## src/rtl/id_ex_register.sv

```systemverilog
// ---------------------------------------------------------------------------
// id_ex_register
//
// Pipeline register between decode (ID) and execute (EX) of the 5-stage RV64
// core. Captures the two register-file operands plus the decoded instruction
// fields and presents them to EX one cycle later. Every output is driven
// directly by a flop.
//
// Register-file hazard: the register file writes on the same rising edge on
// which this stage samples ReadData1/ReadData2. The value being written
// therefore is not yet visible on the read ports, so a matching writeback is
// forwarded into the captured operand here. While stalled, the held operands
// are refreshed by matching writebacks so they never go stale.
//
// Valid semantics: in_valid marks a real instruction in decode; out_valid marks
// a real instruction in execute. There is no ready path; back-pressure comes
// only from the hazard unit through stall (hold) and flush (bubble), with
// priority flush > stall > load.
//
// Ports:
//   clk, reset        clock; asynchronous active-low reset clearing all state
//   in_valid          decode holds a valid instruction
//   in_pc, in_imm     PC and sign-extended immediate (XLEN)
//   in_rs1/rs2/rd     register indices (5 bits)
//   in_ctrl           opaque decoded control bundle (CTRL_W)
//   ReadData1/2       register-file read data for in_rs1/in_rs2
//   wb_RegWrite       writeback enable (same net as register file RegWrite)
//   wb_rd             writeback destination
//   wb_WriteData      writeback data
//   stall             hold contents this cycle
//   flush             replace contents with a bubble
//   out_*             registered copies of the fields above
//   out_op1/out_op2   resolved operands
// ---------------------------------------------------------------------------
module id_ex_register #(
    parameter int XLEN   = 64,
    parameter int CTRL_W = 8
) (
    input  logic              clk,
    input  logic              reset,
    input  logic              in_valid,
    input  logic [XLEN-1:0]   in_pc,
    input  logic [4:0]        in_rs1,
    input  logic [4:0]        in_rs2,
    input  logic [4:0]        in_rd,
    input  logic [XLEN-1:0]   in_imm,
    input  logic [CTRL_W-1:0] in_ctrl,
    input  logic [XLEN-1:0]   ReadData1,
    input  logic [XLEN-1:0]   ReadData2,
    input  logic              wb_RegWrite,
    input  logic [4:0]        wb_rd,
    input  logic [XLEN-1:0]   wb_WriteData,
    input  logic              stall,
    input  logic              flush,
    output logic              out_valid,
    output logic [XLEN-1:0]   out_pc,
    output logic [XLEN-1:0]   out_imm,
    output logic [4:0]        out_rs1,
    output logic [4:0]        out_rs2,
    output logic [4:0]        out_rd,
    output logic [CTRL_W-1:0] out_ctrl,
    output logic [XLEN-1:0]   out_op1,
    output logic [XLEN-1:0]   out_op2
);

    logic              r_valid;
    logic [XLEN-1:0]   r_pc;
    logic [XLEN-1:0]   r_imm;
    logic [4:0]        r_rs1;
    logic [4:0]        r_rs2;
    logic [4:0]        r_rd;
    logic [CTRL_W-1:0] r_ctrl;
    logic [XLEN-1:0]   r_op1;
    logic [XLEN-1:0]   r_op2;

    // A write to x0 is architecturally discarded, so it never forwards.
    logic w_wb_live;
    assign w_wb_live = wb_RegWrite && (wb_rd != 5'd0);

    // Operand resolution for the load path: x0 reads as zero, otherwise a
    // same-edge writeback to the source wins over the (stale) read port.
    logic [XLEN-1:0] w_op1;
    logic [XLEN-1:0] w_op2;

    always_comb begin
        w_op1 = ReadData1;
        if (in_rs1 == 5'd0) begin
            w_op1 = '0;
        end else if (w_wb_live && (wb_rd == in_rs1)) begin
            w_op1 = wb_WriteData;
        end
    end

    always_comb begin
        w_op2 = ReadData2;
        if (in_rs2 == 5'd0) begin
            w_op2 = '0;
        end else if (w_wb_live && (wb_rd == in_rs2)) begin
            w_op2 = wb_WriteData;
        end
    end

    // Refresh of held operands during a stall; applies even to a bubble so
    // the operand registers always mirror the current register-file value.
    logic w_refresh1;
    logic w_refresh2;
    assign w_refresh1 = w_wb_live && (wb_rd == r_rs1);
    assign w_refresh2 = w_wb_live && (wb_rd == r_rs2);

    always_ff @(posedge clk or negedge reset) begin
        if (!reset) begin
            r_valid <= 1'b0;
            r_pc    <= '0;
            r_imm   <= '0;
            r_rs1   <= 5'd0;
            r_rs2   <= 5'd0;
            r_rd    <= 5'd0;
            r_ctrl  <= '0;
            r_op1   <= '0;
            r_op2   <= '0;
        end else if (flush) begin
            // Bubble: kill the instruction, keep the datapath fields.
            r_valid <= 1'b0;
            r_ctrl  <= '0;
            r_rd    <= 5'd0;
        end else if (stall) begin
            if (w_refresh1) begin
                r_op1 <= wb_WriteData;
            end
            if (w_refresh2) begin
                r_op2 <= wb_WriteData;
            end
        end else begin
            r_valid <= in_valid;
            r_pc    <= in_pc;
            r_imm   <= in_imm;
            r_rs1   <= in_rs1;
            r_rs2   <= in_rs2;
            r_op1   <= w_op1;
            r_op2   <= w_op2;
            // An invalid decode slot loads as a bubble: no side effects.
            r_rd    <= in_valid ? in_rd   : 5'd0;
            r_ctrl  <= in_valid ? in_ctrl : '0;
        end
    end

    assign out_valid = r_valid;
    assign out_pc    = r_pc;
    assign out_imm   = r_imm;
    assign out_rs1   = r_rs1;
    assign out_rs2   = r_rs2;
    assign out_rd    = r_rd;
    assign out_ctrl  = r_ctrl;
    assign out_op1   = r_op1;
    assign out_op2   = r_op2;

endmodule

```

## config.mk

```make
export PLATFORM = sky130hd
export DESIGN_NAME = id_ex_register
export DESIGN_NICKNAME = d
export VERILOG_FILES = /design/src/rtl/id_ex_register.sv
export SDC_FILE = /design/constraint.sdc
export NUM_CORES = 1
export LEC_CHECK = 0
export ABC_AREA = 0
export CORE_AREA = 2 2 243 245
export CTS_CLUSTER_DIAMETER = 60
export CTS_CLUSTER_SIZE = 8
export DETAILED_ROUTE_END_ITERATION = 12
export DIE_AREA = 0 0 245 247
export PLACE_DENSITY = 0.63
export SLEW_MARGIN = 20
export SYNTH_ARGS = -nofsm -noshare
export SYNTH_HDL_FRONTEND = slang
export SYNTH_SLANG_ARGS = --single-unit
```

## constraint.sdc

```tcl
create_clock -name clk -period 3.59 [get_ports clk]
set_input_delay 0.5385 -clock clk [delete_from_list [all_inputs] [get_ports clk]]
set_output_delay 0.5385 -clock clk [all_outputs]
set_load 0.05 [all_outputs]
```

# After elaboration in Yosys (flattened, before gate mapping)
# Index checks and enable logic that the tools add are counted.
word_totals:
  ff_bits: 280
  latch_bits: 0
  ram_bits: 0
  romBits: 0
  input_bits: 354
  out_inout_bits: 280
  wordCells: 45
  mem_count: 0
classes:
  n_addsub: 0
  mul: 0
  n_div: 0
  order_cmp: 0
  n_eq_ne: 7
  n_shift: 0
  mux: 16
  bitwise_logic: 2
  reduce_logical: 11
op_table:
  columns: ["operator", "n"]
  rows:
  - ["$mux 64", 8]
  - ["$mux 8", 3]
  - ["$eq 5x5->1", 4]
  - ["$mux 5", 3]
  - ["$logic_not 5->1", 2]
  - ["$ne 2x1->1 const B", 3]
  - ["$reduce_and 2->1", 3]
  - ["$logic_and 1x1->1", 5]
  - ["$reduce_bool 5->1", 1]
  - ["$mux 1", 2]
  - ["$not 1->1", 2]

# Logic depth before layout (Yosys ltp)
logic_depth:
  depth_word: 6
  mapped_depth: 8
  ltp_nobuf: 5

# Least setup slack after synthesis
# No wires, ideal clock.
synth_timing:
  kind: "input-to-reg"
  start: "input port wb_rd[2]"
  end: "register r_op1[10] (netlist: out_op1[10])"
  setup_time_ns: 0.126
  arrival_time_ns: 2.177
  required_ns: 3.464
  path_slack_ns: 1.287
  stages: 8
  path_buffers: 3
  path_cell_list: "buf_2 or4_4 o21ai_4 o41ai_1 nor2b_1 buf_2 buf_6 o32a_1"
synth_via:
  elab_chain_len: 6
  word_cells_on_any_way: 11
synth_lines:
  columns: ["item", "line", "text"]
  rows:
  - ["start, declared", "51", "input logic [4:0] wb_rd,"]
  - ["$reduce_bool 5->1", "78", "assign w_wb_live = wb_RegWrite && (wb_rd != 5'd0);"]
  - ["$logic_and 1x1->1", "78", null]
  - ["$logic_and 1x1->1", "89", "end else if (w_wb_live && (wb_rd == in_rs1)) begin"]
  - ["$mux 64", "89", null]
  - ["$mux 64", "87", "if (in_rs1 == 5'd0) begin"]
  - ["$mux 64", "126", "end else if (stall) begin"]
  - ["end signal, assigned", "128", "r_op1 <= wb_WriteData;"]
  - ["end signal, assigned", "139", "r_op1 <= w_op1;"]
  - ["end, declared", "73", "logic [XLEN-1:0] r_op1;"]
# Several ways; a longest one is shown, not always the timed one.
# A chain may end at the register's enable or synchronous reset.

# Worst setup path after layout
layout_timing:
  start: "input port wb_rd[3]"
  end: "register r_op2[12] (netlist: out_op2[12])"
layout_via:
  elab_chain_len: 6
  word_cells_on_any_way: 11
layout_lines:
  columns: ["item", "line", "text"]
  rows:
  - ["$reduce_bool 5->1", "78", null]
  - ["$logic_and 1x1->1", "78", null]
  - ["$logic_and 1x1->1", "98", "end else if (w_wb_live && (wb_rd == in_rs2)) begin"]
  - ["$mux 64", "98", null]
  - ["$mux 64", "96", "if (in_rs2 == 5'd0) begin"]
  - ["$mux 64", "126", null]
  - ["end signal, assigned", "131", "r_op2 <= wb_WriteData;"]
  - ["end signal, assigned", "140", "r_op2 <= w_op2;"]
  - ["end, declared", "74", "logic [XLEN-1:0] r_op2;"]
# Several ways; a longest one is shown, not always the timed one.

==> results.md <==
* Status: complete, no violations
* Core area at 58,200 um^2
* Synth async-reset ratio at 1.00
* Max_cap viols at 0
* Placer Congestion at 0.849
* CTS root buffer: clkbuf_16
* Routed wire per std cell at 22.7 um
* Synth Instances at 1,208
* Synth top area cells: dfrtp_1, and3_1, mux2_2
* # hold bufs at CTS at 0
* Mapped Area at 13,500 um^2
* Yosys top cell area share at 0.518
* Measured slew at the worst slew-check pin at 0.956 ns
* Final Slew Violations at 0
* Routed via count at 12,700
* Largest net degree at the start of global routing at 129
* H-tree Lvls at 2
* Sw Share at 0.367
* WS Path Type: input pin to flip-flop
* Setup Buffers After CTS at 0
* Total negative slack at 0 ns
* Critical Path Fanout Max at 34
* Post-CTS sizing at 0
* Worst hold path class: input pin to asynchronous set/reset pin
* Starting density of the core at 0.232
* Post-synth top area cell: dfrtp_1
* Multi-input logic area at 5860 um^2
* Leak Pwr at 0.00925 uW
* Filler cell count at 5,717
* Vias in the first global route at 13,500
* GR Overflow Total at 0
* Drt first-iter violations at 636
* PD cells at 541 nW/um^2
* Skew final at 0.0156 ns
* DP Wirelength at 41.6 mm
* Minimum clock period at 2.88 ns
* Kind of end point of the critical path: flip-flop
* Initial DRT Pass Iterations at 5
* Post-synth EDFFs at 0
* Synth unique cells at 24
* Clock power share at 0.314
* All-Layer GR Usage at 0.187
* RSZ-0062 raised after global routing: no
* CP required at 4.07 ns
* Period utilization at 0.802
* Seq/Total Area, Yosys at 0.518
* Rows at 89
* Cells after DPL at 2,522
* Die width at 245 um
* Max frequency at 347 MHz
* Post-Synthesis Net Count at 1,562
* Reg power frac at 0.333
* Final std cells w/o fill at 2,579
* Int Pwr at 7460 uW
* Reg clk slew, reported paths at 0.05 ns
* Initial antenna violation count at 12
* CTS tree: built
* Post-route setup slack at 0.710 ns
* Share of cells above drive strength 1 at 0.130
* Slew headroom at 0.361
* Flops & latches, synth at 280
* I/O Buffers at 633
* Final WL at 58.6 mm
* Nets at 2,148
* First-pass GRT wire length at 86.3 mm
* Die H at 247 um
* Yosys synthesis warning count at 0
* CTS max path bufs at 3
* Worst-Skew Late Latency at 0.55 ns
* Worst vdd ir at 0.388 mV
* Layout Utilization at 0.374
* Final Hold Viols at 0
* Synth Flop Type: dfrtp_1
* NetSw at 4320 uW
* Num ports at 634
* Die area at 60,500 um^2
* CP Launch Type: input pin
* FF/Latch Area at 7010 um^2
* Worst EP arrival at 3.36 ns
* Syn_area_per_cell at 11.2 um^2
* Area grow syn2layout at 61.3%
* Remaining DRCs at 0
* Placement Setup Slack at 0.104 ns
* Antenna violation net count after detailed routing at 0
* Clock sink total at 280
* Comb pwr share at 0.353
* Via/cell ratio at 4.92
* Hold WS at 0.0557 ns
* CTS buffer count at 43
* Final setup viols at 0
[metal layers]
| layer | up-vias | routed length, um | global-route usage | share of wire |
|---|---|---|---|---|
| met1 | 6309 | 21800 | 0.213 | 0.37 |
| met5 | - | 80 | 0 | 0.0014 |
| met4 | 14 | 1730 | 0.0638 | 0.030 |
| met2 | 632 | 29200 | 0.324 | 0.50 |
| li1 | 5614 | - | - | - |
| met3 | 114 | 5800 | 0.0656 | 0.099 |
[power by group through the flow]
stage,clock (uW),combinational [uW],sequential [uW]
after floorplan,0,754,5560
after global placement,0,4160,3950
after detailed placement,0,4190,3970
after CTS,3810,4200,3920
after global routing,3950,4330,3970
final,3700,4170,3920
[area by class of cell]
cell class | count | area share
Antenna cell | 3 | 0.000344
Tap cell | 773 | 0.0444
Multi-Input combinational cell | 806 | 0.269
Clock buffer | 48 | 0.0511
Clock inverter | 6 | 0.00379
Timing Repair Buffer | 663 | 0.310
Sequential cell | 280 | 0.321
[registers in the layout (all words and copies together), names as in the netlist]
register	cells
out_pc	64
out_valid	1
out_rd	5
out_rs1	5
out_imm	64
out_ctrl	8
out_op1	64
out_op2	64
out_rs2	5
[cells in the final DEF (no fill, tap or decap), drive strengths merged, types with 4 or more instances in the layout]
| cell type | netlist | routed |
|---|---|---|
| dfrtp | 280 | 280 |
| clkdlybuf4s50 | 0 | 630 |
| xor2 | 4 | 4 |
| and3 | 256 | 256 |
| clkbuf | 66 | 48 |
| xnor2 | 16 | 16 |
| nand3 | 4 | 4 |
| a21oi | 77 | 77 |
| o32a | 128 | 128 |
| nor2 | 27 | 27 |
| nor3 | 4 | 4 |
| mux2 | 138 | 138 |
| buf | 56 | 33 |
| nand2 | 140 | 140 |
[cell families after synthesis]
group                  after synthesis  share of synthesized area
AND/OR/NAND/NOR                    437                      0.173
XOR/XNOR                            20                     0.0130
multiplexers                       138                      0.115
flip-flops                         280                      0.518
AO/OA/AOI/OAI                      211                      0.128
buffers and inverters              122                     0.0531
[through the flow]
stage	total power (uW)	cell area (um^2)
2_1_floorplan	6310	13500
3_3_place_gp	8110	20600
3_5_place_dp	8160	20600
4_1_cts	11900	21800
5_1_grt	12200	21800
6_report	11800	21800
[worst max-delay path, stage by stage]
cell and delay, ns:
clkdlybuf4s50_1 0.58, or4_4 0.18, o21ai_4 0.10, o41ai_4 0.47
buf_12 0.16, nor2b_4 0.77, buf_12 0.30, o32a_1 0.20
[synth_stat cells (all sizes together) (2+ instances only)]
| master | n |
|---|---|
| nor3 | 4 |
| nand3 | 4 |
| or3 | 2 |
| nand2 | 140 |
| o41ai | 2 |
| a22oi | 3 |
| clkbuf | 66 |
| dfrtp | 280 |
| xnor2 | 16 |
| xor2 | 4 |
| and3 | 256 |
| nor2b | 3 |
| buf | 56 |
| o32a | 128 |
| a21oi | 77 |
| nor2 | 27 |
| mux2 | 138 |
[final timing paths]
kind	slack [ns]	endpoint	startpoint	depth (start not counted)
max in group asynchronous	2.72	out_imm[62]$_DFFE_PN0P_	reset	2
worst min register to register	0.50	out_op1[12]$_DFFE_PN0P_	out_op1[12]$_DFFE_PN0P_	1
worst min-delay path	0.06	out_op1[32]$_DFFE_PN0P_	reset	1
worst max-delay path	0.71	out_op2[12]$_DFFE_PN0P_	wb_rd[3]	8
worst max register to register	0.98	out_op2[12]$_DFFE_PN0P_	out_rs2[3]$_DFFE_PN0P_	6
min in group clk	0.50	out_op1[12]$_DFFE_PN0P_	out_op1[12]$_DFFE_PN0P_	1
No activity file was read; power rests on OpenSTA's default activity.
